### src/rtl/reconf_dsp_seq.sv
// Microcode sequencer for one reconfigurable DSP element.
// Plays a small program RAM as a loop onto the exe_* control bus, stalls in
// lock-step with the element on input underflow, and drains the DSP pipe
// with NOP words after the final iteration.
module reconf_dsp_seq #(
  parameter int FIFO_PA_BITS = 5,
  parameter int FIFO_PD_BITS = 5,
  parameter int FIFO_PF_BITS = 5,
  parameter int CMD_WIDTH    = 3,
  parameter int PROG_BITS    = 5,
  parameter int DRAIN_CYCLES = 6,
  localparam int PW = FIFO_PA_BITS + FIFO_PD_BITS + FIFO_PF_BITS + CMD_WIDTH + 6
) (
  input  logic                    clk,
  input  logic                    rst,
  input  logic                    cfg_wr,
  input  logic [PROG_BITS-1:0]    cfg_addr,
  input  logic [PW-1:0]           cfg_data,
  input  logic                    cfg_omux,
  output logic                    cfg_err,
  input  logic                    start,
  input  logic                    stop,
  input  logic [15:0]             loop_num,
  output logic                    busy,
  output logic                    done,
  output logic [15:0]             iter_cnt,
  input  logic                    din_valid,
  output logic [FIFO_PA_BITS-1:0] exe_faa,
  output logic [FIFO_PD_BITS-1:0] exe_fad,
  output logic [FIFO_PF_BITS-1:0] exe_fac,
  output logic                    exe_pa_l,
  output logic                    exe_pd_l,
  output logic                    exe_pc_l,
  output logic                    exe_pi_r,
  output logic                    exe_pp_l,
  output logic [CMD_WIDTH-1:0]    exe_cmd,
  output logic                    exe_cfg_omux
);

  // Field positions inside a microcode word (faa in the LSBs).
  localparam int FD_LO  = FIFO_PA_BITS;
  localparam int FC_LO  = FD_LO + FIFO_PD_BITS;
  localparam int CMD_LO = FC_LO + FIFO_PF_BITS;
  localparam int PA_B   = CMD_LO + CMD_WIDTH;
  localparam int PD_B   = PA_B + 1;
  localparam int PC_B   = PA_B + 2;
  localparam int PI_B   = PA_B + 3;
  localparam int PP_B   = PA_B + 4;
  localparam int LAST_B = PA_B + 5;

  localparam int DCW = (DRAIN_CYCLES > 1) ? $clog2(DRAIN_CYCLES) : 1;

  localparam logic [1:0] S_IDLE  = 2'd0;
  localparam logic [1:0] S_RUN   = 2'd1;
  localparam logic [1:0] S_DRAIN = 2'd2;

  logic [PW-1:0]        prog_mem [1<<PROG_BITS];

  logic [1:0]           state_q,     state_d;
  logic [PROG_BITS-1:0] pc_q,        pc_d;
  logic [PW-1:0]        ir_q,        ir_d;
  logic [15:0]          iter_cnt_q,  iter_cnt_d;
  logic [15:0]          loop_num_q,  loop_num_d;
  logic                 stop_pend_q, stop_pend_d;
  logic [DCW-1:0]       drain_cnt_q, drain_cnt_d;
  logic                 done_q,      done_d;
  logic                 cfg_err_q,   cfg_err_d;
  logic                 omux_q,      omux_d;

  logic                 step;
  logic [PROG_BITS-1:0] pc_nxt;
  logic [15:0]          iter_inc;
  logic [PW-1:0]        word_out;

  // Program RAM: writable only while idle; contents survive reset.
  always_ff @(posedge clk) begin
    if (cfg_wr && (state_q == S_IDLE)) prog_mem[cfg_addr] <= cfg_data;
  end

  // Sequencer next-state: fetch, loop, stall and drain control.
  always_comb begin
    state_d     = state_q;
    pc_d        = pc_q;
    ir_d        = ir_q;
    iter_cnt_d  = iter_cnt_q;
    loop_num_d  = loop_num_q;
    stop_pend_d = stop_pend_q;
    drain_cnt_d = drain_cnt_q;
    done_d      = 1'b0;
    cfg_err_d   = cfg_err_q | (cfg_wr && (state_q != S_IDLE));
    omux_d      = cfg_omux;
    // Same pipe-enable equation the element evaluates, so both stall together.
    step        = (state_q == S_RUN) && (~ir_q[PI_B] || din_valid);
    pc_nxt      = pc_q + 1'b1;
    iter_inc    = iter_cnt_q + 16'd1;
    case (state_q)
      S_IDLE: begin
        if (start) begin
          pc_d        = '0;
          ir_d        = prog_mem[0];
          iter_cnt_d  = '0;
          loop_num_d  = loop_num;
          stop_pend_d = 1'b0;
          state_d     = S_RUN;
        end
      end
      S_RUN: begin
        if (stop) stop_pend_d = 1'b1;
        if (step) begin
          if (!ir_q[LAST_B]) begin
            pc_d = pc_nxt;
            ir_d = prog_mem[pc_nxt];
          end else begin
            iter_cnt_d = iter_inc;
            if (stop_pend_q || ((loop_num_q != 16'd0) && (iter_inc == loop_num_q))) begin
              ir_d        = '0;
              state_d     = S_DRAIN;
              stop_pend_d = 1'b0;
              drain_cnt_d = '0;
            end else begin
              // Back-to-back iterations: word 0 follows the last word directly.
              pc_d = '0;
              ir_d = prog_mem[0];
            end
          end
        end
      end
      S_DRAIN: begin
        if (drain_cnt_q == DCW'(DRAIN_CYCLES - 1)) begin
          state_d = S_IDLE;
          done_d  = 1'b1;
        end else begin
          drain_cnt_d = drain_cnt_q + 1'b1;
        end
      end
      default: state_d = S_IDLE;
    endcase
  end

  // Sequencer state registers with asynchronous reset.
  always_ff @(posedge clk or posedge rst) begin
    if (rst) begin
      state_q     <= S_IDLE;
      pc_q        <= '0;
      ir_q        <= '0;
      iter_cnt_q  <= '0;
      loop_num_q  <= '0;
      stop_pend_q <= 1'b0;
      drain_cnt_q <= '0;
      done_q      <= 1'b0;
      cfg_err_q   <= 1'b0;
      omux_q      <= 1'b0;
    end else begin
      state_q     <= state_d;
      pc_q        <= pc_d;
      ir_q        <= ir_d;
      iter_cnt_q  <= iter_cnt_d;
      loop_num_q  <= loop_num_d;
      stop_pend_q <= stop_pend_d;
      drain_cnt_q <= drain_cnt_d;
      done_q      <= done_d;
      cfg_err_q   <= cfg_err_d;
      omux_q      <= omux_d;
    end
  end

  // Outside RUN the bus carries the all-zero NOP word.
  assign word_out     = (state_q == S_RUN) ? ir_q : '0;

  assign exe_faa      = word_out[FD_LO-1:0];
  assign exe_fad      = word_out[FC_LO-1:FD_LO];
  assign exe_fac      = word_out[CMD_LO-1:FC_LO];
  assign exe_cmd      = word_out[PA_B-1:CMD_LO];
  assign exe_pa_l     = word_out[PA_B];
  assign exe_pd_l     = word_out[PD_B];
  assign exe_pc_l     = word_out[PC_B];
  assign exe_pi_r     = word_out[PI_B];
  assign exe_pp_l     = word_out[PP_B];
  assign exe_cfg_omux = omux_q;

  assign busy         = (state_q != S_IDLE);
  assign done         = done_q;
  assign iter_cnt     = iter_cnt_q;
  assign cfg_err      = cfg_err_q;

endmodule

### config.mk
export PLATFORM = sky130hd
export DESIGN_NAME = reconf_dsp_seq
export DESIGN_NICKNAME = d
export VERILOG_FILES = /design/src/rtl/reconf_dsp_seq.sv
export SDC_FILE = /design/constraint.sdc
export NUM_CORES = 1
export LEC_CHECK = 0
export BUFFER_PORTS_ARGS = -buffer_cell sky130_fd_sc_hd__clkbuf_2
export CAP_MARGIN = 40
export CORE_MARGIN = 5
export CORE_UTILIZATION = 47
export CTS_BUF_LIST = sky130_fd_sc_hd__clkbuf_8
export CTS_CLUSTER_DIAMETER = 120
export DETAILED_ROUTE_END_ITERATION = 7
export SETUP_SLACK_MARGIN = 0.15
export SKIP_CTS_REPAIR_TIMING = 1
export SLEW_MARGIN = 10
export SYNTH_ARGS = -nofsm -noshare
export SYNTH_HDL_FRONTEND = slang
export SYNTH_SLANG_ARGS = --single-unit
export TNS_END_PERCENT = 50
### constraint.sdc
create_clock -name clk -period 9.37 [get_ports clk]
set_clock_uncertainty 0.15 [all_clocks]
set_input_delay 0.4685 -clock clk [delete_from_list [all_inputs] [get_ports clk]]
set_output_delay 0.4685 -clock clk [all_outputs]
set_load 0.05 [all_outputs]
# After elaboration in Yosys (flattened, before gate mapping)
# Memory sizes are Yosys's and may differ from the RTL's.
# Index checks and enable logic that the tools add are counted.
# classes
reduce_logical	18
n_addsub	3
mux	36
eq_ne	11
n_bitwise	2
# op_table
cell	count
24-bit 2-to-1 mux	4
16-bit 2-to-1 mux	3
24-bit case mux with 2 select lines	1
16-bit case mux with 2 select lines	1
23-bit 2-to-1 mux	1
5-bit 2-to-1 mux	4
16-bit by 1-bit adder with 16-bit output (second input constant)	1
16-bit == test	1
16-bit nonzero test	1
3-bit 2-to-1 mux	4
2-bit 2-to-1 mux	5
2-bit != test (second input constant)	5
5-bit case mux with 2 select lines	1
5-bit AND reduction	2
1-bit 2-to-1 mux	9
4-bit AND reduction	2
2-bit case mux with 3 select lines	1
3-bit case mux with 2 select lines	1
2-bit nonzero test	3
5-bit by 1-bit adder with 5-bit output (second input constant)	1
1-bit logical AND	4
2-bit AND reduction	2
3-bit by 1-bit adder with 3-bit output (second input constant)	1
3-bit == test (second input constant)	1
other kinds (10)	11
# totals
inputBits	52
ramBits	768
reg_bits	70
memories	1
wordCells	81
output_inout_bits	43
# memory_table
name	words	width	read_ports	rd_ports_with_merged_regs	wr	line_no	rtl
prog_mem	32	24	2	0	1	57	logic [PW-1:0] prog_mem [1<<PROG_BITS];

# Depth between registers and ports, before layout
# depth
depth_word	8
ltp_mapped	12

# Worst setup path after synthesis
# OpenSTA, ideal clock, no wires.
# synth_timing
path_type	flip-flop to flip-flop
start	register state_q[0]
end	memory prog_mem[12][0] (netlist name) (enable)
path_buffers	1
t_arrival_ns	2.795
t_required_ns	8.815
period_less_slack_ns	3.350
path_slack_ns	6.020
path_stages_with_launch	6
path_cell_list	dfrtp_1 > nor2_1 > inv_1 > or4b_2 > clkbuf_1 > nor2_1
# synth_via
elab_chain_cells	4
# synth_lines
item	line_no	rtl
start, declared	59	logic [1:0] state_q, state_d;
start signal, assigned	154	state_q <= state_d;
2-bit logical NOT	77	if (cfg_wr && (state_q == S_IDLE)) prog_mem[cfg_addr] <= cfg_data;
1-bit logical AND	77	
1-bit 2-to-1 mux	77	
1-bit 2-to-1 mux (implied by the code)	77	
end, declared	57	
# No other way between the ends.

# Worst setup path after layout
# layout_timing
start	register pc_q[0]
end	register ir_q[0]
# layout_via
elab_chain_cells	5
# layout_lines
item	line_no	rtl
start, declared	60	logic [PROG_BITS-1:0] pc_q, pc_d;
start signal, assigned	155	pc_q <= pc_d;
5-bit by 1-bit adder with 5-bit output	94	pc_nxt = pc_q + 1'b1;
memory read 32 x 24 bit	-	
24-bit 2-to-1 mux	110	if (!ir_q[LAST_B]) begin
24-bit 2-to-1 mux	109	if (step) begin
24-bit case mux with 2 select lines	96	case (state_q)
end signal, assigned	156	ir_q <= ir_d;
end, declared	61	logic [PW-1:0] ir_q, ir_d;
# No other way between the ends. The select of a mux whose other input is x is not followed.
# A chain may end at the register's enable or synchronous reset.

==> qor.txt <==
post-synthesis cell area = 0.0338 mm^2
number of buffers between clock root and the deepest sink = 3
post-route non-filler standard cell count = 2985
vertical die dimension = 278 um
Max Cap Viol = 0
vias in the first global route = 18146
unrepaired setup endpoints after global routing = no
required time reported for the critical path endpoint = 9.83 ns
Yosys warning count = 0
worst max-slew margin expressed relative to the limit = 34.7%
total DRC errors in the routed layout = 0
Max IR drop VDD = 0.295 mV
number of flops mapped to enable cells by yosys = 768
Synth top cells by count = 768 x sky130_fd_sc_hd__edfxtp_1, 192 x sky130_fd_sc_hd__mux4_2, 98 x sky130_fd_sc_hd__a211oi_1
Hold Vio Cnt, Final = 0
fraction of synthesis flops using an asynchronous set or reset pin = 8.35%
multi-input gate area in the final layout = 0.00850 mm^2
Max Transition Viols Final = 0
die outline area = 0.0773 mm^2
top-level port count = 95
standard cell core area = 0.0714 mm^2
top cells by area in the synthesized netlist = sky130_fd_sc_hd__edfxtp_1 68%, sky130_fd_sc_hd__mux4_2 13%, sky130_fd_sc_hd__dfrtp_1 5.2%, sky130_fd_sc_hd__a211oi_1 2.2%, sky130_fd_sc_hd__mux2i_1 1.5%
effective utilization at floorplan = 47.3%
share of the synthesized area in the top cell type = 68.3%
# nets final = 1985
count of clock tree sinks = 838
total negative slack = 0 ns
detailed placement HPWL = 46.8 mm
post-layout min period = 4.52 ns
total instance count after detailed placement = 2715
FP Rows = 98
highest net fanout along the worst path = 110
timing-limited maximum frequency = 221 MHz
buffer cell driving the clock tree root = sky130_fd_sc_hd__clkbuf_8
proportion of layout cells with a drive suffix above 1 = 29.5%
Worst Setup Start Kind = register
number of setup violations in the final report = 0
total of flip-flops plus latches after synthesis = 838
most common flop cell mapped by yosys = sky130_fd_sc_hd__edfxtp_1
maximum number of pins on one net before global-route repair = 145
critical path arrival = 4.98 ns
antenna violations before repair = 10
power density cells = 261 mW/mm^2
aggregate global routing overflow = 0
relative area change from synthesis to final layout = 13.4%
Static Leakage = 12.2 nW
dpl cell area = 0.0356 mm^2
IO buf count = 94
WL per Instance = 27.5 um
number of buffers added by the clock tree synthesis step = 139
Logic pwr share = 26.3%
first-pass GRT wire length = 121 mm
most frequent cell after synthesis = sky130_fd_sc_hd__edfxtp_1
count of fill cells added during filler insertion = 5610
Clock Latency Late Sink = 0.77 ns
DIE WIDTH = 278 um
number of DRC markers in iteration 0 = 1670
class of the most critical setup path = register to register
distinct cell type count of the synthesized netlist = 70
category of the worst setup path capture point = register
path class of the lowest-slack min-delay path = input port to register
Reg power frac = 44.4%
Antenna Nets Post-Route = 0
GP Congestion = 0.806
flip-flop and latch area = 0.0248 mm^2
number of vias after detailed routing = 17745
post-CTS clock slew at the launch and capture registers of the worst setup and hold paths = 0.06 ns
clock tree from TritonCTS = done
cell accounting for the most synthesized area = sky130_fd_sc_hd__edfxtp_1
Detailed Route WL = 82.1 mm
transition time at the pin with the least slew margin = 0.980 ns
proportion of power drawn by the clock network = 29.3%
area of all placed cells without fillers = 0.0383 mm^2
Cell Int Power = 0.00688 W
crit share post-route = 48.2%
P_sw = 0.00311 W
sw frac = 31.1%
fraction of the yosys area taken by sequential cells = 73.5%
net count after synthesis = 1776
all-layer global routing usage = 21.2%
Via-to-Cell Ratio = 5.94
drt first pass iters = 8
Clock H-tree levels = 4
synthesized area divided by synthesized cell count = 19.6 um^2
run status = finished clean
cell count after synthesis = 1720
routing by layer:
metal,GRT usage [%],vias up,share of wire (%)
li1,-,7576,-
met1,30.1,9323,42
met2,32.9,737,47
met3,6.16,99,8.4
met4,5.24,10,1.7
met5,0,-,0.097
state kept, by name, indices dropped and copies added, names as in the netlist:
signal and count:
drain_cnt_q 3, pc_q 5, state_q 2, exe_cfg_omux 1
done 1, prog_mem 768, cfg_err 1, stop_pend_q 1
loop_num_q 16, iter_cnt 16, ir_q 24
stage by stage:
| stage | total power (W) | worst slack [ns] | hold WS, ns | util (%) |
|---|---|---|---|---|
| 2_1_floorplan | 0.00638 | 6.02 | 0.312 | - |
| 3_3_place_gp | 0.00709 | 4.61 | 0.231 | 49.6 |
| 3_5_place_dp | 0.00714 | 4.75 | 0.238 | 49.8 |
| 4_1_cts | 0.0101 | 4.73 | -0.609 | 53.4 |
| 5_1_grt | 0.0105 | 4.53 | 0.0805 | 53.7 |
| 6_report | 0.00999 | 4.85 | 0.121 | 53.7 |
cells in the final DEF, fill, tap and decap left out, types with 15 or more instances in the layout:
master,netlist,layout
sky130_fd_sc_hd__mux4_2,192,192
sky130_fd_sc_hd__clkbuf_2,0,94
sky130_fd_sc_hd__clkbuf_8,0,144
sky130_fd_sc_hd__a2111oi_0,24,24
sky130_fd_sc_hd__edfxtp_1,768,768
sky130_fd_sc_hd__and2_1,24,24
sky130_fd_sc_hd__clkinv_1,0,23
sky130_fd_sc_hd__o22ai_2,20,20
sky130_fd_sc_hd__mux2i_1,49,49
sky130_fd_sc_hd__a211oi_1,98,98
sky130_fd_sc_hd__mux2_2,15,15
sky130_fd_sc_hd__nor2_1,79,47
sky130_fd_sc_hd__nor2_2,0,32
sky130_fd_sc_hd__dfrtp_1,70,69
sky130_fd_sc_hd__nor2b_1,52,51
sky130_fd_sc_hd__o21ai_0,48,47
sky130_fd_sc_hd__buf_4,8,46
sky130_fd_sc_hd__inv_1,13,65
sky130_fd_sc_hd__nand2_1,23,22
sky130_fd_sc_hd__dlygate4sd3_1,0,21
power groups by stage:
stage | sequential [W] | clock (W) | combinational (W)
5_1_grt | 0.00446 | 0.00319 | 0.00282
6_report | 0.00444 | 0.00293 | 0.00262
3_5_place_dp | 0.00451 | 0 | 0.00263
3_3_place_gp | 0.00451 | 0 | 0.00258
2_1_floorplan | 0.00439 | 0 | 0.00199
4_1_cts | 0.00444 | 0.00301 | 0.00264
worst max-delay path, cell delays in order, from the launching register on:
cell,delay [ns]
sky130_fd_sc_hd__dfrtp_4,0.91
sky130_fd_sc_hd__ha_4,0.67
sky130_fd_sc_hd__buf_12,0.56
sky130_fd_sc_hd__mux4_2,0.40
sky130_fd_sc_hd__mux2i_1,0.34
sky130_fd_sc_hd__a211oi_1,0.18
sky130_fd_sc_hd__a2111oi_0,0.82
sky130_fd_sc_hd__o22ai_2,0.13
path summary, 6_finish.rpt:
path                           start         end  slack, ns  cells after the start
setup / recovery             pc_q[0]     ir_q[0]       4.85                      7
hold / removal             din_valid  state_q[0]       0.12                      4
setup reg to reg             pc_q[0]     ir_q[0]       4.85                      7
hold reg to reg              cfg_err     cfg_err       0.31                      1
max in group asynchronous        rst     pc_q[0]       7.60                      6
min in group asynchronous        rst     ir_q[3]       0.57                      4
layout make-up:
class / count / area share (%)
clock inverter: 100 / 1.39
antenna: 3 / 0.0196
timing repair buffer: 173 / 3.25
sequential: 838 / 64.8
tap: 950 / 3.10
clock buffer: 144 / 5.17
inverter: 13 / 0.131
multi-input combinational: 764 / 22.2
kinds of logic after synthesis:
| group | count (synthesis) | share of synthesized area (%) |
|---|---|---|
| XOR/XNOR | 20 | 0.563 |
| adder cells (fa/ha/maj) | 4 | 0.148 |
| AND/OR/NAND/NOR | 241 | 3.94 |
| buffers and inverters | 118 | 1.76 |
| flip-flops | 838 | 73.5 |
| AO/OA/AOI/OAI | 243 | 5.38 |
| multiplexers | 256 | 14.8 |
No activity file was read; power rests on OpenSTA's default activity.
